==> config.mk <==
export PLATFORM = sky130hd
export DESIGN_NAME = fsm_seq_detect
export DESIGN_NICKNAME = d
export VERILOG_FILES = /design/src/rtl/fsm_seq_detect_pkg.sv /design/src/rtl/fsm_seq_detect.sv
export SDC_FILE = /design/constraint.sdc
export NUM_CORES = 1
export LEC_CHECK = 0
export ABC_AREA = 0
export BUFFER_PORTS_ARGS = -buffer_cell sky130_fd_sc_hd__buf_4
export CAP_MARGIN = 30
export CORE_AREA = 5 5 42 44
export DETAILED_ROUTE_END_ITERATION = 16
export DIE_AREA = 0 0 47 49
export PLACE_DENSITY = 0.3
export SETUP_SLACK_MARGIN = 0.3
export SYNTH_ARGS = -nofsm -noshare
export SYNTH_HDL_FRONTEND = slang
export SYNTH_SLANG_ARGS = --single-unit
export TNS_END_PERCENT = 10
==> constraint.sdc <==
create_clock -name CLK -period 1.7 [get_ports CLK]
set_input_delay 0.17 -clock CLK [delete_from_list [all_inputs] [get_ports CLK]]
set_output_delay 0.17 -clock CLK [all_outputs]
set_load 0.1 [all_outputs]
==> src/rtl/fsm_seq_detect_pkg.sv <==
// Shared definitions for the serial "10011" pattern detector.
//   state_e : binary-encoded sequence-progress states (3 bits, two codes unused)
//   PATTERN : the detected bit pattern, oldest bit in the MSB
package fsm_seq_detect_pkg;

  localparam int unsigned PatternLen = 5;
  localparam logic [PatternLen-1:0] PATTERN = 5'b10011;

  typedef enum logic [2:0] {
    StIdle  = 3'd0,
    StS1    = 3'd1,
    StS10   = 3'd2,
    StS100  = 3'd3,
    StS1001 = 3'd4,
    StDet   = 3'd5
  } state_e;

endpackage

==> src/rtl/fsm_seq_detect.sv <==
// Serial bit-stream detector for the overlapping pattern 1,0,0,1,1 (oldest first).
// Ports:
//   CLK   - system clock, rising-edge active
//   RST   - synchronous active-high reset
//   IN    - serial data bit, sampled every rising edge
//   MATCH - registered one-cycle detect flag, high the cycle after the state reaches StDet
module fsm_seq_detect
  import fsm_seq_detect_pkg::*;
(
  input  logic CLK,
  input  logic RST,
  input  logic IN,
  output logic MATCH
);

  state_e state_q, state_d;
  logic   match_q;

  always_ff @(posedge CLK) begin
    if (RST) begin
      state_q <= StIdle;
      match_q <= 1'b0;
    end else begin
      state_q <= state_d;
      // Registered from the current state, so MATCH never sees IN combinationally.
      match_q <= (state_q == StDet);
    end
  end

  always_comb begin
    state_d = StIdle;
    case (state_q)
      StIdle:  state_d = IN ? StS1    : StIdle;
      StS1:    state_d = IN ? StS1    : StS10;
      StS10:   state_d = IN ? StS1    : StS100;
      StS100:  state_d = IN ? StS1001 : StIdle;
      StS1001: state_d = IN ? StDet   : StS10;
      // The trailing 1 of a completed pattern starts the next one.
      StDet:   state_d = IN ? StS1    : StS10;
      default: state_d = StIdle;
    endcase
  end

  assign MATCH = match_q;

endmodule

==> out/results.ini, run 1 <==
[status]
status=finished clean

[logic_synthesis]
yosysMostFrequentCell=dfxtp_1
synth_edf_count=0
synthTopCellsByCount=dfxtp_1, a21oi_1, nand2b_1, or3b_1
synth_seq_area_share=0.5000
yosys_register_bits=4
synthCells=14
synth_top_area_frac=0.5000
ys_top_cells_by_area=dfxtp_1, or3b_1, a211oi_2
yosysTopAreaCell=dfxtp_1
yosys_most_used_dff=dfxtp_1
syn_nets=17
syn_area_per_cell_um2=11.44
yosysWarnings=0
ys_types=8
syn_area_um2=160.2
synthArstFlopShare=0

[sta]
worstMarginPinSlew_ns=0.2782
setup_tns_ns=0
period_minus_slack_ns=1.037
rsz0062_at_grt=no
hold_violations=0
finalWorstSetupSlack_ns=0.6626
max_freq_mhz=964.0
setup_violations=0
relSlewSlack=0.8161
final.period_utilization=0.6102
drv_slew=0
worst_clock_skew_ns=0.001933

[critical_path]
cp-start-kind=flip-flop
critPathMaxFanout=6
cp-end-kind=flip-flop
crit_type=flip-flop to flip-flop
cp.arrival_ns=1.19
cp.required_ns=1.85

[place]
gp_congestion=0.7196
dp_cells=33
placed_cell_area_um2=202.7
pre_cts_ws_ns=0.6749
io_buffer_count=3

[drt]
wl_um=282
drt_iter0_markers=2
dr.pass1.iters=2
wl_per_cell_um=7.833
ant_nets=0
route.detailed.drc=0
num_vias=123
vias_per_cell=3.417

[global_route]
grt_pass1_wl_um=524
track_usage=0.03946
first_global_vias=126
grt_max_degree=7
overflow=0
antenna_found_initial=0

[cts]
cts_resized=0
cts_sinks=4
htreeDepth=1
numCtsBuffers=3
cts_setup_buffers=0
clkLatencyLatePin_ns=0.23
clk_pin_slew_ns=0.03
cts_buffer_depth=2
cts_tree=built
root_buffer=clkbuf_4
postCtsHoldBufs=0

[final_layout]
finalNetCount=25
layout-drive-gt1-share=0.4000
fin_cells=36
ff_latch_area_um2=80.08
num_antenna_cells=0
multiInputGateArea_um2=80.08
nFillCells=170
area_growth_syn_to_layout_pct=40.62
fin_area_um2=225.2

[die]
core-area_um2=1401
rows=14
ios=4
fp.dieH_um=49
dieArea_um2=2303
start_util=0.1143
die_x_um=47

[power_and_ir_drop]
powerDensity_nw_per_um2=997.9
p_leak_nw=0.07990
p_total_w=0.0002248
irDropWorstVdd_uv=463.7

[hold_path]
hold_path.class=primary input to flip-flop

[flow_run]
drv_cap=0

-- worst max-delay path: stages, from the launching register on --
cell	delay, ns
dfxtp_1	0.38
or3b_1	0.41
a211oi_2	0.18
-- metrics by stage --
step	hold WS [ns]	util
after CTS	0.1150	0.1607
after global routing	0.1069	0.1607
after detailed placement	0.3584	0.1446
after floorplan	0.2346	-
after global placement	0.3601	0.1446
final	0.1224	0.1607
-- cell families (layout without fill, tap and decap cells) --
logic type      after synthesis  count (layout)  share of synthesized area
compound gates                4               4                     0.1875
buf+inv                       0               6                          0
flops                         4               4                     0.5000
simple gates                  6               6                     0.3125
-- area by class of cell --
| class | count | area share |
|---|---|---|
| clock buffer | 3 | 0.1000 |
| tap | 16 | 0.08889 |
| timing repair buffer | 3 | 0.1000 |
| sequential | 4 | 0.3556 |
| multi-input combinational | 10 | 0.3556 |
-- cell usage in the layout, fill, tap and decap left out --
cell	instances
or3b_1	2
clkbuf_4	3
nand3b_1	1
buf_4	3
nand2b_1	2
a211oi_2	1
o21bai_1	1
a21oi_1	2
and4bb_2	1
dfxtp_1	4
-- metal layers --
| metal | global-route usage | share of wire |
|---|---|---|
| met4 | 0.02765 | 0 |
| met5 | 0 | 0 |
| met3 | 0.06642 | 0.14 |
| met2 | 0.02941 | 0.30 |
| met1 | 0.04185 | 0.55 |
-- flip-flops by register name, summed over array words and instances, names as in the netlist --
register  flops
MATCH         1
state_q       3
-- power by group --
group,internal [W],total (W),switching [W]
combinational,0.00000756,0.0000131,0.00000549
clock,0.0000785,0.000111,0.0000329
sequential,0.0000973,0.000100,0.00000301
total,0.000183,0.000225,0.0000414
-- path summary, 6_finish.rpt --
check               endpoint  cells past startpoint  slack (ns)  startpoint
hold reg to reg   state_q[2]                      2        0.52  state_q[0]
setup reg to reg  state_q[1]                      2        0.66  state_q[1]
setup / recovery  state_q[1]                      2        0.66  state_q[1]
hold / removal    state_q[1]                      2        0.12          IN
No activity file was read; power rests on OpenSTA's default activity.
==> run 2: changes to the inputs <==
==> constraint.sdc (replaced) <==
create_clock -name CLK -period 0.84 [get_ports CLK]
set_input_delay 0.084 -clock CLK [delete_from_list [all_inputs] [get_ports CLK]]
set_output_delay 0.084 -clock CLK [all_outputs]
set_load 0.1 [all_outputs]
==> out/results.ini, run 2 (synthesis gave the netlist of run 1 again) <==
[sta]
setup_violations=3  ; +3
max_freq_mhz=1024  ; +6.3%
drv_slew=0  ; unchanged
worst_clock_skew_ns=0.003666  ; +0.001733 ns
relSlewSlack=0.9007  ; +0.08458
hold_violations=0  ; unchanged
period_minus_slack_ns=0.9761  ; -0.06125 ns
finalWorstSetupSlack_ns=-0.1361  ; -0.7988 ns
hold_ws_ns=0.03042  ; -0.09194 ns
rsz0062_at_grt=yes
final.period_utilization=1.162  ; +0.5518
worstMarginPinSlew_ns=0.1487  ; -0.1295 ns

[cts]
numCtsBuffers=3  ; unchanged
clkLatencyLatePin_ns=0.23  ; about the same
clk_pin_slew_ns=0.03  ; about the same
cts_tree=built
cts_buffer_depth=2  ; unchanged
cts_sinks=4  ; unchanged
root_buffer=clkbuf_4
postCtsHoldBufs=0  ; unchanged
htreeDepth=1  ; unchanged

[global_route]
track_usage=0.03448  ; -0.004982
antenna_found_initial=0  ; unchanged
grt_max_degree=6  ; -1
overflow=0  ; unchanged
first_global_vias=112  ; -11%
grt_pass1_wl_um=448  ; -15%

[place]
pre_cts_ws_ns=-0.1487  ; -0.8237 ns
io_buffer_count=3  ; unchanged
gp_congestion=0.6959  ; -3.3%
place_hpwl_um=217.5
placed_cell_area_um2=215.2  ; +6.2%

[critical_path]
critPathMaxFanout=5  ; -1
critPathLaunch=state_q[1]
crit_type=flip-flop to flip-flop
cp-start-kind=flip-flop
cp-end-kind=flip-flop
path_cells=or3b_4 > a211oi_2
critical-path-max-stage-delay_ns=0.38  ; -0.03 ns
r2r_start=state_q[1]
path_delay_family=simple AND/OR/NAND/NOR gates
worst_path_max_delay_cell=or3b_4
path_buf_inv=0  ; unchanged
cp.required_ns=0.98  ; -0.87 ns
cp.arrival_ns=1.12  ; -0.07 ns

[die]
die_x_um=47  ; unchanged
ios=4  ; unchanged
core-area_um2=1401  ; unchanged
start_util=0.1143  ; unchanged
rows=14  ; unchanged
fp.dieH_um=49  ; unchanged
dieArea_um2=2303  ; unchanged

[final_layout]
layout-drive-gt1-share=0.6364  ; +0.2364
mostFrequentLayoutCells=buf_4, dfxtp_2, clkbuf_4
final_common_cell=buf_4
num_antenna_cells=0  ; unchanged
largest-register=state_q
nFillCells=160  ; -5.9%
area_growth_syn_to_layout_pct=61.72
largest_reg_flops=3  ; unchanged
fin_area_um2=259.0  ; +15%
finalNetCount=27  ; +8.0%

[power_and_ir_drop]
powerDensity_nw_per_um2=1799  ; +80%
p_leak_nw=0.09713  ; +22%
irDropWorstVdd_uv=515.0  ; +11%
p_total_w=0.0004661  ; +110%

[flow_run]
drv_cap=0  ; unchanged

[status]
violations=negative setup slack
status=finished, violations left

[drt]
ant_nets=0  ; unchanged
drt_iter0_markers=4  ; +2
wl_um=297  ; +5.3%
dr.pass1.iters=2  ; unchanged
route.detailed.drc=0  ; unchanged
wl_per_cell_um=7.816  ; -0.22%
vias_per_cell=3.526  ; +3.2%
num_vias=134  ; +8.9%

[hold_path]
hold_path.class=primary input to flip-flop
holdCritStartpoint=RST

-- run 2: cell type report --
type                       count  area, um^2  share of cell area
tap                           16       20.02             0.07729
multi-input combinational     10       82.58              0.3188
sequential                     4       83.83              0.3237
clock buffer                   3       22.52             0.08696
timing repair buffer           5       50.05              0.1932
-- run 2: through the flow --
stage,setup TNS (ns),util,cells
after global placement,-0.3006,0.1536,34
after CTS,-0.2609,0.1848,38
after floorplan,-0.1636,-,14
final,-0.2577,0.1848,38
after detailed placement,-0.3087,0.1536,34
after global routing,-0.3447,0.1848,38
-- run 2: worst paths after layout --
| check | to | slack, ns | cells after the start |
|---|---|---|---|
| max | state_q[1] | -0.14 | 2 |
| min | state_q[1] | 0.03 | 2 |
| max reg2reg | state_q[1] | -0.14 | 2 |
| min reg2reg | state_q[2] | 0.53 | 2 |
-- run 2: where the power goes --
group	leakage (nW)	internal [W]	switching, W
clock network	0.0138	0.000159	0.0000689
registers	0.0341	0.000197	0.00000433
logic	0.0493	0.0000228	0.0000136
-- run 2: layer usage --
metal / global-route usage / wire length, um
met1: 0.02851 / 138
met2: 0.02715 / 128
met3: 0.05535 / 29
met4: 0.04147 / 0
met5: 0 / 0
-- run 2: what timing repair did --
item | CTS | global route
buffers inserted | 1 | 0
pin swaps | 3 | 0
setup endpoints to repair | 5 | 5
resized for setup | 4 | 0
==> run 3: changes to the inputs <==
--- a/config.mk
+++ b/config.mk
@@ -6,11 +6,12 @@
 export NUM_CORES = 1
 export LEC_CHECK = 0
 export ABC_AREA = 0
-export BUFFER_PORTS_ARGS = -buffer_cell sky130_fd_sc_hd__buf_4
 export CAP_MARGIN = 30
 export CORE_AREA = 5 5 42 44
+export CTS_CLUSTER_SIZE = 16
 export DETAILED_ROUTE_END_ITERATION = 16
 export DIE_AREA = 0 0 47 49
+export DONT_BUFFER_PORTS = 1
 export PLACE_DENSITY = 0.3
 export SETUP_SLACK_MARGIN = 0.3
 export SYNTH_ARGS = -nofsm -noshare
==> out/results.ini, run 3 (synthesis gave the netlist of run 1 again) <==
[final_layout]
nFillCells=159  ; -0.63%
layout-drive-gt1-share=0.6500  ; +0.01364
area_growth_syn_to_layout_pct=54.69
num_antenna_cells=0  ; unchanged
largest_reg_flops=3  ; unchanged
fin_cells=36  ; -5.3%
largest-register=state_q
finalNetCount=25  ; -7.4%
mostFrequentLayoutCells=dfxtp_2, clkbuf_4, nand2b_1, buf_4

[global_route]
overflow=0  ; unchanged
antenna_found_initial=0  ; unchanged
grt_max_degree=6  ; unchanged
track_usage=0.03938  ; +0.004898
first_global_vias=141  ; +26%
grt_pass1_wl_um=579  ; +29%

[cts]
clkLatencyLatePin_ns=0.23  ; about the same
clk_pin_slew_ns=0.03  ; about the same
cts_tree=built
numCtsBuffers=3  ; unchanged
root_buffer=clkbuf_4
cts_sinks=4  ; unchanged
htreeDepth=1  ; unchanged
cts_buffer_depth=2  ; unchanged

[drt]
ant_nets=0  ; unchanged
route.detailed.drc=0  ; unchanged
num_vias=130  ; -3.0%
wl_um=296  ; -0.34%
wl_per_cell_um=8.222  ; +5.2%
vias_per_cell=3.611  ; +2.4%
dr.pass1.iters=1  ; -1
drt_iter0_markers=0  ; -4

[place]
dp_cells=32  ; -5.9%
gp_congestion=0.6926  ; -0.47%
pre_cts_ws_ns=-0.1375  ; +0.01117 ns
io_buffer_count=0  ; -3

[critical_path]
critPathMaxFanout=5  ; unchanged
cp-start-kind=flip-flop
cp.required_ns=0.99  ; about the same
rrSetupSlack_ns=-0.13  ; about the same
cp.arrival_ns=1.12  ; about the same
crit_type=flip-flop to flip-flop
r2r_start=state_q[1]
r2r_cells=2  ; unchanged
worst_r2r_endpoint=state_q[1]
cp-end-kind=flip-flop

[power_and_ir_drop]
p_total_w=0.0004574  ; -1.9%
irDropWorstVdd_uv=837.3  ; +63%
powerDensity_nw_per_um2=1846  ; +2.6%
p_leak_nw=0.08782  ; -9.6%

[die]
die_x_um=47  ; unchanged
ios=4  ; unchanged
core-area_um2=1401  ; unchanged
dieArea_um2=2303  ; unchanged
rows=14  ; unchanged
fp.dieH_um=49  ; unchanged
start_util=0.1143  ; unchanged

[status]
violations=negative hold slack, negative setup slack
status=finished, violations left

[sta]
worstMarginPinSlew_ns=0.1500  ; +0.001256 ns
hold_violations=3  ; +3
relSlewSlack=0.8999  ; about the same
period_minus_slack_ns=0.9730  ; -0.003125 ns
drv_slew=0  ; unchanged
max_freq_mhz=1028  ; +0.32%
worst_clock_skew_ns=0.005130  ; +0.001463 ns
finalWorstSetupSlack_ns=-0.1330  ; +0.003125 ns
setup_violations=3  ; unchanged
rsz0062_at_grt=yes
final.period_utilization=1.158  ; -0.003720
hold_ws_ns=-0.09303  ; -0.1235 ns

[flow_run]
drv_cap=0  ; unchanged

[hold_path]
holdCritStartpoint=RST
hold_path.class=primary input to flip-flop
hold_path_depth=1  ; -1
hold_end=state_q[1]

## run 3: cell types whose count changed in the layout (fill, tap and decap cells not counted), sizes merged
cell,previous run,this run
buf,5,3
## run 3: stage by stage
stage	util	hold WS [ns]	cell area, um^2	TNS, ns
floorplan	-	0.1413	165.2	-0.1636
global placement	0.1518	0.1427	212.7	-0.2648
detailed placement	0.1518	0.1430	212.7	-0.2666
CTS	0.1732	-0.1017	242.7	-0.2587
global route	0.1768	-0.1146	247.7	-0.4319
finish	0.1768	-0.09303	247.7	-0.2473
## run 3: power breakdown
| part | switching, W | total (W) | internal (W) |
|---|---|---|---|
| Sequential | 0.00000592 | 0.000203 | 0.000197 |
| Clock | 0.0000742 | 0.000234 | 0.000159 |
| Combinational | 0.00000707 | 0.0000206 | 0.0000136 |
## run 3: cell type report
type,count,area (um^2),share of cell area
Multi-Input combinational cell,10,86.33,0.3485
Sequential cell,4,83.83,0.3384
Timing Repair Buffer,3,35.03,0.1414
Clock buffer,3,22.52,0.09091
Tap cell,16,20.02,0.08081
## run 3: repair_timing
action,CTS,global route
resized for setup,0,2
setup endpoints to repair,5,5
buffers inserted,1,0
endpoints found under the hold margin,3,3
pin swaps,0,2
## run 3: worst max-delay path by stage
stage	start	to	depth (start not counted)
floorplan	state_q[1]	state_q[1]	2
detailed placement	state_q[1]	state_q[1]	2
global route	state_q[1]	state_q[1]	2
global placement	state_q[1]	state_q[1]	2
CTS	state_q[1]	state_q[1]	2
finish	state_q[1]	state_q[1]	2
## run 3: critical path: stages (launching register included)
cell and delay (ns):
dfxtp_2 0.34, or3b_4 0.39, a211oi_2 0.17
## run 3: routing by layer
metal  wire length, um  global-route usage
met1               123             0.04376
met2               108             0.03620
met3                64             0.07380
met4                 0                   0
met5                 0                   0
